===== config.mk =====
export PLATFORM = sky130hd
export DESIGN_NAME = uart_rx_oversample
export DESIGN_NICKNAME = d
export VERILOG_FILES = /design/src/rtl/uart_pkg.sv /design/src/rtl/uart_sync2.sv /design/src/rtl/uart_rx_oversample.sv
export SDC_FILE = /design/constraint.sdc
export NUM_CORES = 1
export LEC_CHECK = 0
export CORE_MARGIN = 1
export CORE_UTILIZATION = 43
export DETAILED_ROUTE_END_ITERATION = 12
export PLACE_DENSITY_LB_ADDON = 0.12
export SYNTH_ARGS = -nofsm -noshare
export SYNTH_HDL_FRONTEND = slang
export SYNTH_SLANG_ARGS = --single-unit

===== constraint.sdc =====
create_clock -name clk -period 2.6 [get_ports clk]
set_input_delay 0.65 -clock clk [delete_from_list [all_inputs] [get_ports clk]]
set_output_delay 0.65 -clock clk [all_outputs]
set_load 0.01 [all_outputs]

===== src/rtl/uart_pkg.sv =====
// Shared UART definitions: FSM state encoding and oversampling constants.
// The receiver uses this package, and the future transmitter will reuse it.
package uart_pkg;

  typedef enum logic [2:0] {
    ST_IDLE   = 3'd0,
    ST_START  = 3'd1,
    ST_DATA   = 3'd2,
    ST_PARITY = 3'd3,
    ST_STOP   = 3'd4
  } uart_state_e;

  localparam int         OVERSAMPLE  = 16;
  localparam logic [3:0] MID_SAMPLE  = 4'(OVERSAMPLE / 2 - 1);
  localparam logic [3:0] LAST_SAMPLE = 4'(OVERSAMPLE - 1);

endpackage


===== src/rtl/uart_sync2.sv =====
// Two-flop synchronizer for an asynchronous single-bit input.
// The reset value is a parameter so that an idle-high line does not look like a start bit.
module uart_sync2 #(
  parameter logic RST_VAL = 1'b1
) (
  input  logic clk,
  input  logic rstn,
  input  logic i_d,
  output logic o_q
);

  logic r_meta;
  logic r_sync;

  // NOTE: sequential state uses non-blocking assignments so that every flop samples pre-edge values.
  always_ff @(posedge clk or negedge rstn) begin
    if (!rstn) begin
      r_meta <= RST_VAL;
      r_sync <= RST_VAL;
    end else begin
      r_meta <= i_d;
      r_sync <= r_meta;
    end
  end

  assign o_q = r_sync;

endmodule


===== src/rtl/uart_rx_oversample.sv =====
// UART receiver with 16x oversampling: it confirms the start bit at mid-bit and then samples every bit at its centre.
// The result and the status pulses are registered, and the output word changes only on a good frame.
module uart_rx_oversample
  import uart_pkg::*;
#(
  parameter int DATA_BITS  = 8,
  parameter int PARITY_EN  = 0,
  parameter int PARITY_ODD = 0
) (
  input  logic                 clk,
  input  logic                 rstn,
  input  logic                 tick,
  input  logic                 rx,
  output logic [DATA_BITS-1:0] data,
  output logic                 valid,
  output logic                 frame_err,
  output logic                 parity_err,
  output logic                 busy
);

  logic                 w_rx_s;
  uart_state_e          r_state, w_state_nxt;
  logic [3:0]           r_s_cnt, w_s_cnt_nxt;
  logic [2:0]           r_n_cnt, w_n_cnt_nxt;
  logic [DATA_BITS-1:0] r_shift, w_shift_nxt;
  logic                 r_par, w_par_nxt;
  logic [DATA_BITS-1:0] r_data;
  logic                 r_valid, r_frame_err, r_parity_err;
  logic                 w_valid_nxt, w_ferr_nxt, w_perr_nxt;
  logic                 w_par_bad;

  uart_sync2 #(.RST_VAL(1'b1)) u_sync (
    .clk  (clk),
    .rstn (rstn),
    .i_d  (rx),
    .o_q  (w_rx_s)
  );

  // The data bits and the parity bit XOR to PARITY_ODD on a good frame.
  assign w_par_bad = (PARITY_EN != 0) && ((^{r_shift, r_par}) != (PARITY_ODD != 0));

  // NOTE: assigning every output a default first keeps this block free of inferred latches.
  always_comb begin
    w_state_nxt = r_state;
    w_s_cnt_nxt = r_s_cnt;
    w_n_cnt_nxt = r_n_cnt;
    w_shift_nxt = r_shift;
    w_par_nxt   = r_par;
    w_valid_nxt = 1'b0;
    w_ferr_nxt  = 1'b0;
    w_perr_nxt  = 1'b0;

    if (tick && r_state != ST_IDLE) w_s_cnt_nxt = r_s_cnt + 4'd1;

    case (r_state)
      ST_IDLE: begin
        if (!w_rx_s) begin
          w_state_nxt = ST_START;
          w_s_cnt_nxt = 4'd0;
        end
      end
      ST_START: begin
        if (tick && r_s_cnt == MID_SAMPLE) begin
          w_s_cnt_nxt = 4'd0;
          w_n_cnt_nxt = 3'd0;
          w_state_nxt = w_rx_s ? ST_IDLE : ST_DATA;
        end
      end
      ST_DATA: begin
        if (tick && r_s_cnt == LAST_SAMPLE) begin
          w_shift_nxt = {w_rx_s, r_shift[DATA_BITS-1:1]};
          w_s_cnt_nxt = 4'd0;
          if (r_n_cnt == 3'(DATA_BITS - 1))
            w_state_nxt = (PARITY_EN != 0) ? ST_PARITY : ST_STOP;
          else
            w_n_cnt_nxt = r_n_cnt + 3'd1;
        end
      end
      ST_PARITY: begin
        if (tick && r_s_cnt == LAST_SAMPLE) begin
          w_par_nxt   = w_rx_s;
          w_s_cnt_nxt = 4'd0;
          w_state_nxt = ST_STOP;
        end
      end
      ST_STOP: begin
        if (tick && r_s_cnt == LAST_SAMPLE) begin
          w_ferr_nxt  = !w_rx_s;
          w_perr_nxt  = w_par_bad;
          w_valid_nxt = w_rx_s && !w_par_bad;
          w_s_cnt_nxt = 4'd0;
          w_state_nxt = ST_IDLE;
        end
      end
      default: w_state_nxt = ST_IDLE;
    endcase
  end

  always_ff @(posedge clk or negedge rstn) begin
    if (!rstn) begin
      r_state      <= ST_IDLE;
      r_s_cnt      <= 4'd0;
      r_n_cnt      <= 3'd0;
      r_shift      <= '0;
      r_par        <= 1'b0;
      r_data       <= '0;
      r_valid      <= 1'b0;
      r_frame_err  <= 1'b0;
      r_parity_err <= 1'b0;
    end else begin
      r_state      <= w_state_nxt;
      r_s_cnt      <= w_s_cnt_nxt;
      r_n_cnt      <= w_n_cnt_nxt;
      r_shift      <= w_shift_nxt;
      r_par        <= w_par_nxt;
      r_valid      <= w_valid_nxt;
      r_frame_err  <= w_ferr_nxt;
      r_parity_err <= w_perr_nxt;
      if (w_valid_nxt) r_data <= r_shift;
    end
  end

  assign data       = r_data;
  assign valid      = r_valid;
  assign frame_err  = r_frame_err;
  assign parity_err = r_parity_err;
  assign busy       = (r_state != ST_IDLE);

endmodule


-- Word-level counts from Yosys, hierarchy flattened
Cells that the tools add are included.
- flip-flop bits (word level): 30
- word-level logic and storage cells: 57
- input bits: 4
- add/subtract/negate cells: 2
- mux-type cells: 21
- eq/ne operators: 14
- reduce and logical (&&, ||, !) cells: 11
- operators with widths (operator ; number):
    $mux W3 ; 9
    $mux W4 ; 4
    $pmux W3 S5 ; 1
    $ne A2 B2 Y1 const B ; 7
    $pmux W4 S3 ; 1
    $eq A3 B2 Y1 const B ; 2
    $eq A3 B3 Y1 const B ; 2
    $pmux W3 S2 ; 1
    $reduce_and A6 Y1 ; 1
    $add A4 B1 Y4 const B ; 1
    $eq A4 B3 Y1 const B ; 1
    $eq A4 B4 Y1 const B ; 1
    $mux W1 ; 4
    $reduce_and A4 Y1 ; 1
    $add A3 B1 Y3 const B ; 1
    $eq A3 B1 Y1 const B ; 1
    $logic_and A1 B1 Y1 ; 3
    $logic_not A3 Y1 ; 1
    $reduce_bool A3 Y1 ; 1
    $reduce_or A3 Y1 ; 1
    $mux W2 ; 1
    $reduce_and A2 Y1 ; 1
    $reduce_bool A2 Y1 ; 1
    $logic_not A1 Y1 ; 1

-- Logic depth before layout (Yosys ltp)
Gate-level depths: netlist of the first run.
- depth after elaboration: 5
- mapped depth: 6
- mapped depth without buffers: 6

-- Hierarchy
A second synthesis of the first run with hierarchy kept.
- cells, all modules: 114
- area, all modules: 1388.8 µm²
- by module, submodules not included (module ; cells each ; times used ; area each (µm²)):
    uart_rx_oversample ; 112 ; 1 ; 1336.3
    uart_sync2 ; 2 ; 1 ; 52.6

-- Worst setup path after synthesis of the first run
OpenSTA, ideal clock, no wires.
- path type: input port to flip-flop
- start point: input port tick
- end point: register r_shift[0]
- required time: 2.475 ns
- path buffers: 1
- setup slack: 0.817 ns
- arrival time: 1.659 ns
- library setup time: 0.125 ns
- stages on the path: 4
- path through: buf_2 nand4_2 nor3_4 mux2_2
- cells in the longest elaborated chain, start to end: 2
- RTL lines (what ; line ; text):
    start, declared ; uart_rx_oversample.sv:12 ; input logic tick,
    $logic_and A1 B1 Y1 ; uart_rx_oversample.sv:70 ; if (tick && r_s_cnt == LAST_SAMPLE) begin
    $reduce_and A2 Y1 (no source line) ; - ;
    end signal, assigned ; uart_rx_oversample.sv:114 ; r_shift <= w_shift_nxt;
    end, declared ; uart_rx_oversample.sv:25 ; logic [DATA_BITS-1:0] r_shift, w_shift_nxt;
Every way passes these cells.
A chain may end at the register's enable or synchronous reset.

-- Worst setup path after layout of the first run
- start point: register r_state[0]
- end point: output port busy
- cells in the longest elaborated chain, start to end: 1
- RTL lines (what ; line ; text):
    start, declared ; uart_rx_oversample.sv:22 ; uart_state_e r_state, w_state_nxt;
    start signal, assigned ; uart_rx_oversample.sv:111 ; r_state <= w_state_nxt;
    $reduce_bool A3 Y1 ; uart_rx_oversample.sv:127 ; assign busy = (r_state != ST_IDLE);
    end, declared ; uart_rx_oversample.sv:18 ; output logic busy
Every way passes these cells.

==> results.cfg, run 1 <==
[run_status]
status = complete, no violations

[job]
drv_cap = 0

[place]
dpl_worst_slack_ns = 0.149
dpl.hpwl_um = 1530
portBuffers = 14
placed_cell_area_um2 = 1560
gp_congestion = 0.796

[timing]
hold_slack_ns = 0.360
hold_viol = 0
rsz0062_at_grt = no
final.min_clock_period_ns = 2.43
fin_crit_sh = 0.934
setup_viol = 0
finalMaxSlewViolations = 0
max_freq_ghz = 0.412
fin_skew_ns = 0.00529
worst_slack_ns = 0.171
fin_setup_tns_ns = 0

[clocking]
root_buffer = clkbuf_4
cts_sinks = 30
clk-insertion-delay-late_ns = 0.33
post_cts_resized = 0
postCtsSetupRepairBufs = 0
ctsHoldBuffers = 0
cts.clk_slew.worst_paths_ns = 0.10
cts_tree = yes
cts_buffers = 5
cts_buffer_depth = 2
cts.htree.levels = 2

[detailed_routing]
vias_per_cell = 5.10
wl_um = 2310
drc = 0
drt_iter0_markers = 21
dr_wl_met2_um = 1030
drt-wirelength-per-cell_um = 13.0
wl_met1_um = 1160
drtAntennaViolNets = 0
top_layer = met4
wl_met3_um = 79
vias = 903
drt_pass1_iterations = 4

[power]
p_leak_nw = 0.805
power.density_nw_per_um2 = 790
peakVddDrop_mv = 0.417

[synth]
synth_nets = 123
syn_area_per_cell_um2 = 12.1
ys_types = 34
ys_warn_count = 0
netlist_area_um2 = 1390
seq_area_frac_synth = 0.543
netlist_instances = 115
synth_seq_cells = 30

[final_layout]
insertedDiodeCount = 0
finalNetCount = 140
regArea_um2 = 753
area_delta_synth_final_pct = 20.5
multiInputGateArea_um2 = 581
stdcell_area_um2 = 1670
n_fill_cell = 295
drive_gt1_frac = 0.248
post-route-util = 0.547

[global_routing]
grt_pass1_wl_um = 4070
grt_pass1_vias = 900
gr-usage-all-layers = 0.161
grt_max_degree = 31
gr-total-overflow = 0
antenna_found_initial = 0

[critical_path]
crit_arrival_ns = 1.78
crit_type = reg -> out
cp.required_ns = 1.95
end_kind = output port
path_max_fanout = 10
reg2reg_slack_ns = 0.78
worstSetupStartpointType = flip-flop

[floorplan]
dieArea_um2 = 3460
coreArea_um2 = 3050
ioPinCount = 16
die_h_um = 58.8
initial_core_util = 0.454
die-width_um = 58.8
rows = 20

[worst_hold_path]
worstHoldPathType = reg -> reg
## stage by stage
stage | std cells | power [mW]
global route | 177 | 1.41
CTS | 177 | 1.34
global placement | 169 | 0.828
detailed placement | 169 | 0.837
finish | 177 | 1.32
floorplan | 115 | 0.781
## area by class of cell
type	count	share of cell area
Tap cell	44	0.0330
Clock buffer	6	0.0307
Sequential cell	30	0.451
Timing Repair Buffer	15	0.0884
Multi-Input combinational cell	74	0.348
Inverter	6	0.0135
Clock inverter	2	0.0360
## final timing paths
kind / from / endpoint / depth (start not counted)
max: r_state[0] / busy / 3
min: u_sync.r_meta / u_sync.o_q / 0
max reg2reg: r_n_cnt[0] / r_n_cnt[0] / 6
min reg2reg: u_sync.r_meta / u_sync.o_q / 0
max in group asynchronous: rstn / u_sync.r_meta / 2
min in group asynchronous: rstn / r_s_cnt[2] / 2
## flip-flops by register name, summed over array words and instances, names as in the netlist
name and count:
data 8, r_shift 8, r_s_cnt 4, r_n_cnt 3, r_state 3, frame_err 1
u_sync.o_q 1, u_sync.r_meta 1, valid 1
## power by group
| group | total, mW | switching [mW] | internal (mW) |
|---|---|---|---|
| Clock | 0.488 | 0.163 | 0.326 |
| Sequential | 0.605 | 0.0817 | 0.524 |
| Combinational | 0.226 | 0.120 | 0.106 |
| Total | 1.32 | 0.364 | 0.955 |
## cell usage in the layout, fill, tap and decap left out, types with 3 or more instances in the layout
cell type and instances:
nand2b_1 3, nand2_1 8, a31oi_1 4, dfrtp_1 28, nor3_1 4, nor2_1 6
clkdlybuf4s50_1 14, clkbuf_4 5, nand3_1 3, ha_1 4, inv_1 6, mux2_2 16
## critical path, cell delays in order (launching register included)
cell	delay, ns
dfrtp_1	0.51
nor3_1	0.39
inv_1	0.07
clkdlybuf4s50_1	0.48
## cells by family (layout without fill, tap and decap cells)
kind of cell               count (synthesis)  after routing  share of synthesized area
buffers and inverters                     11             29                     0.0379
muxes                                     19             19                      0.155
AOI/OAI and AO/OA                         14             14                     0.0650
adders and majority gates                  4              4                     0.0361
and+or+nand+nor                           36             36                      0.160
DFF                                       30             30                      0.543
other                                      1              1                    0.00270
## synth_stat cells
library cell / n / area (um2)
a2bb2oi_1: 1 / 8.76
nand4b_1: 1 / 8.76
o22a_1: 1 / 8.76
dfrtp_1: 28 / 701
buf_2: 3 / 15.0
a31oi_1: 4 / 25.0
nand2_1: 8 / 30.0
a21o_1: 1 / 7.51
o21ai_1: 1 / 5.00
nor3_1: 4 / 20.0
buf_4: 2 / 15.0
nor2_1: 6 / 22.5
and4_1: 1 / 8.76
ha_1: 4 / 50.1
nand4_1: 2 / 12.5
nor3_4: 1 / 16.3
mux2_2: 16 / 180
and2_1: 1 / 6.26
or3_4: 1 / 11.3
nor3b_2: 1 / 12.5
o32ai_1: 1 / 8.76
dfstp_2: 2 / 52.6
nand3b_1: 1 / 7.51
mux2_4: 1 / 15.0
or3_1: 1 / 6.26
o21ai_0: 2 / 10.0
a21oi_1: 2 / 10.0
conb_1: 1 / 3.75
o22ai_1: 1 / 6.26
nand3_1: 3 / 15.0
mux2i_1: 2 / 20.0
nand2b_1: 3 / 18.8
nand4_2: 2 / 25.0
inv_1: 6 / 22.5
## routing by layer
metal / vias to the layer above / GRT usage
li1: 446 / -
met2: 14 / 0.232
met5: - / 0
met4: 0 / 0.0918
met3: 5 / 0.0462
met1: 438 / 0.217
Power figures use the tool's default switching activity.
==> run 2, diff against run 1 <==
- CORE_ASPECT_RATIO: default -> 0.6
==> run 2 against run 1 <==
- critical path depth did not move
- routed wire length grew 3.8%
- register-to-register slack hardly changed
- critical endpoint unchanged
==> results.cfg, run 2 (same netlist as run 1, synthesis figures left out) <==
[run_status]
status = complete, no violations

[final_layout]
final_common_cell = dfrtp_1
post-route-util = 0.569
finalNetCount = 143
area_delta_synth_final_pct = 21.8
stdcell_area_um2 = 1690
n_fill_cell = 285
drive_gt1_frac = 0.265
insertedDiodeCount = 0
final_cell_mix = dfrtp_1, mux2_2, clkdlybuf4s50_1, nand2_1

[clocking]
cts_buffer_depth = 2
postCtsSetupRepairBufs = 0
cts.htree.levels = 2
cts_sinks = 30
post_cts_resized = 0
cts_buffers = 5
cts.clk_slew.worst_paths_ns = 0.06
ctsHoldBuffers = 0
root_buffer = clkbuf_8
cts_tree = yes
clk-insertion-delay-late_ns = 0.28

[floorplan]
die-width_um = 75.3
dieArea_um2 = 3460
rows = 15
die_h_um = 46.0
ioPinCount = 16
coreArea_um2 = 2970
initial_core_util = 0.468

[global_routing]
grt_pass1_vias = 887
antenna_found_initial = 0
grt_max_degree = 31
gr-usage-all-layers = 0.178
gr-total-overflow = 0
grt_pass1_wl_um = 4210

[critical_path]
end_kind = output port
worstReg2RegEnd = r_n_cnt[0]
crit_type = reg -> out
reg2reg_depth = 6
cp.required_ns = 1.95
slowest_delay_ns = 0.48
reg2reg_slack_ns = 0.78
crit_arrival_ns = 1.70
r2r-start = r_n_cnt[0]
path_max_fanout = 9
crit_path_top_delay_cell = dfrtp_1
worstSetupStartpointType = flip-flop
cp_cell_sequence = nor3_1, inv_1, clkdlybuf4s50_1

[timing]
hold_viol = 0
rsz0062_at_grt = no
final.min_clock_period_ns = 2.35
fin_skew_ns = 0.00326
fin_crit_sh = 0.903
setup_viol = 0
max_freq_ghz = 0.426
finalMaxSlewViolations = 0
fin_setup_tns_ns = 0

[power]
power.density_nw_per_um2 = 770
p_leak_nw = 0.818
peakVddDrop_mv = 0.352

[detailed_routing]
vias = 903
drc = 0
drt_iter0_markers = 64
vias_per_cell = 5.07
drt-wirelength-per-cell_um = 13.4
wl_um = 2390
drtAntennaViolNets = 0
drt_pass1_iterations = 4

[worst_hold_path]
hold_path_startpoint = u_sync.r_meta
hold_depth = 0
worstHoldPathType = reg -> reg
holdPathEnd = u_sync.o_q

[place]
gp_congestion = 0.868
dpl.hpwl_um = 1710
portBuffers = 14
placed_cell_area_um2 = 1580

[job]
drv_cap = 0
run 2: changes by cell type in the layout (fill, tap and decap cells not counted), sizes merged:
cell and delta:
bufinv -1, clkbuf -1, buf +3, clkinv +2
run 2: worst max-delay path by stage:
stage | start | endpoint | cells after the start
finish | r_state[1] | busy | 3
global route | r_state[1] | busy | 3
CTS | r_state[1] | busy | 3
detailed placement | tick | r_shift[6] | 4
global placement | tick | r_shift[1] | 4
floorplan | tick | r_shift[0] | 4
run 2: final cells by class:
type	instances	area, um2	area share
Clock buffer	5	68.8	0.0408
Inverter	6	22.5	0.0133
Tap cell	42	52.6	0.0311
Sequential cell	30	753	0.446
Timing Repair Buffer	18	170	0.101
Clock inverter	3	40.0	0.0237
Multi-Input combinational cell	74	581	0.344
run 2: power breakdown:
group,switching (mW),leakage [nW],internal (mW)
combinational,0.133,0.364,0.116
clock,0.171,0.0579,0.281
sequential,0.0741,0.396,0.525
run 2: routing by layer:
layer,up-vias,share of wire,GRT usage
met5,-,0,0
met4,0,0.016,0.0778
met3,6,0.051,0.0730
met2,16,0.41,0.227
met1,432,0.52,0.259
li1,449,-,-
run 2: worst max-delay path: cells and delay by family (launching register included):
| kind | cells | cell delay [ns] |
|---|---|---|
| buffers and inverters | 2 | 0.55 |
| DFF | 1 | 0.48 |
| and+or+nand+nor | 1 | 0.38 |
run 2: stage by stage:
stage                     cells  power [mW]  worst slack, ns  hold slack, ns
after floorplan             115       0.781            0.817           0.345
after global placement      170       0.845            0.228           0.347
after detailed placement    170       0.857            0.148           0.351
after CTS                   178        1.31            0.242           0.360
after global routing        178        1.39            0.178           0.363
final                       178        1.30            0.253           0.358
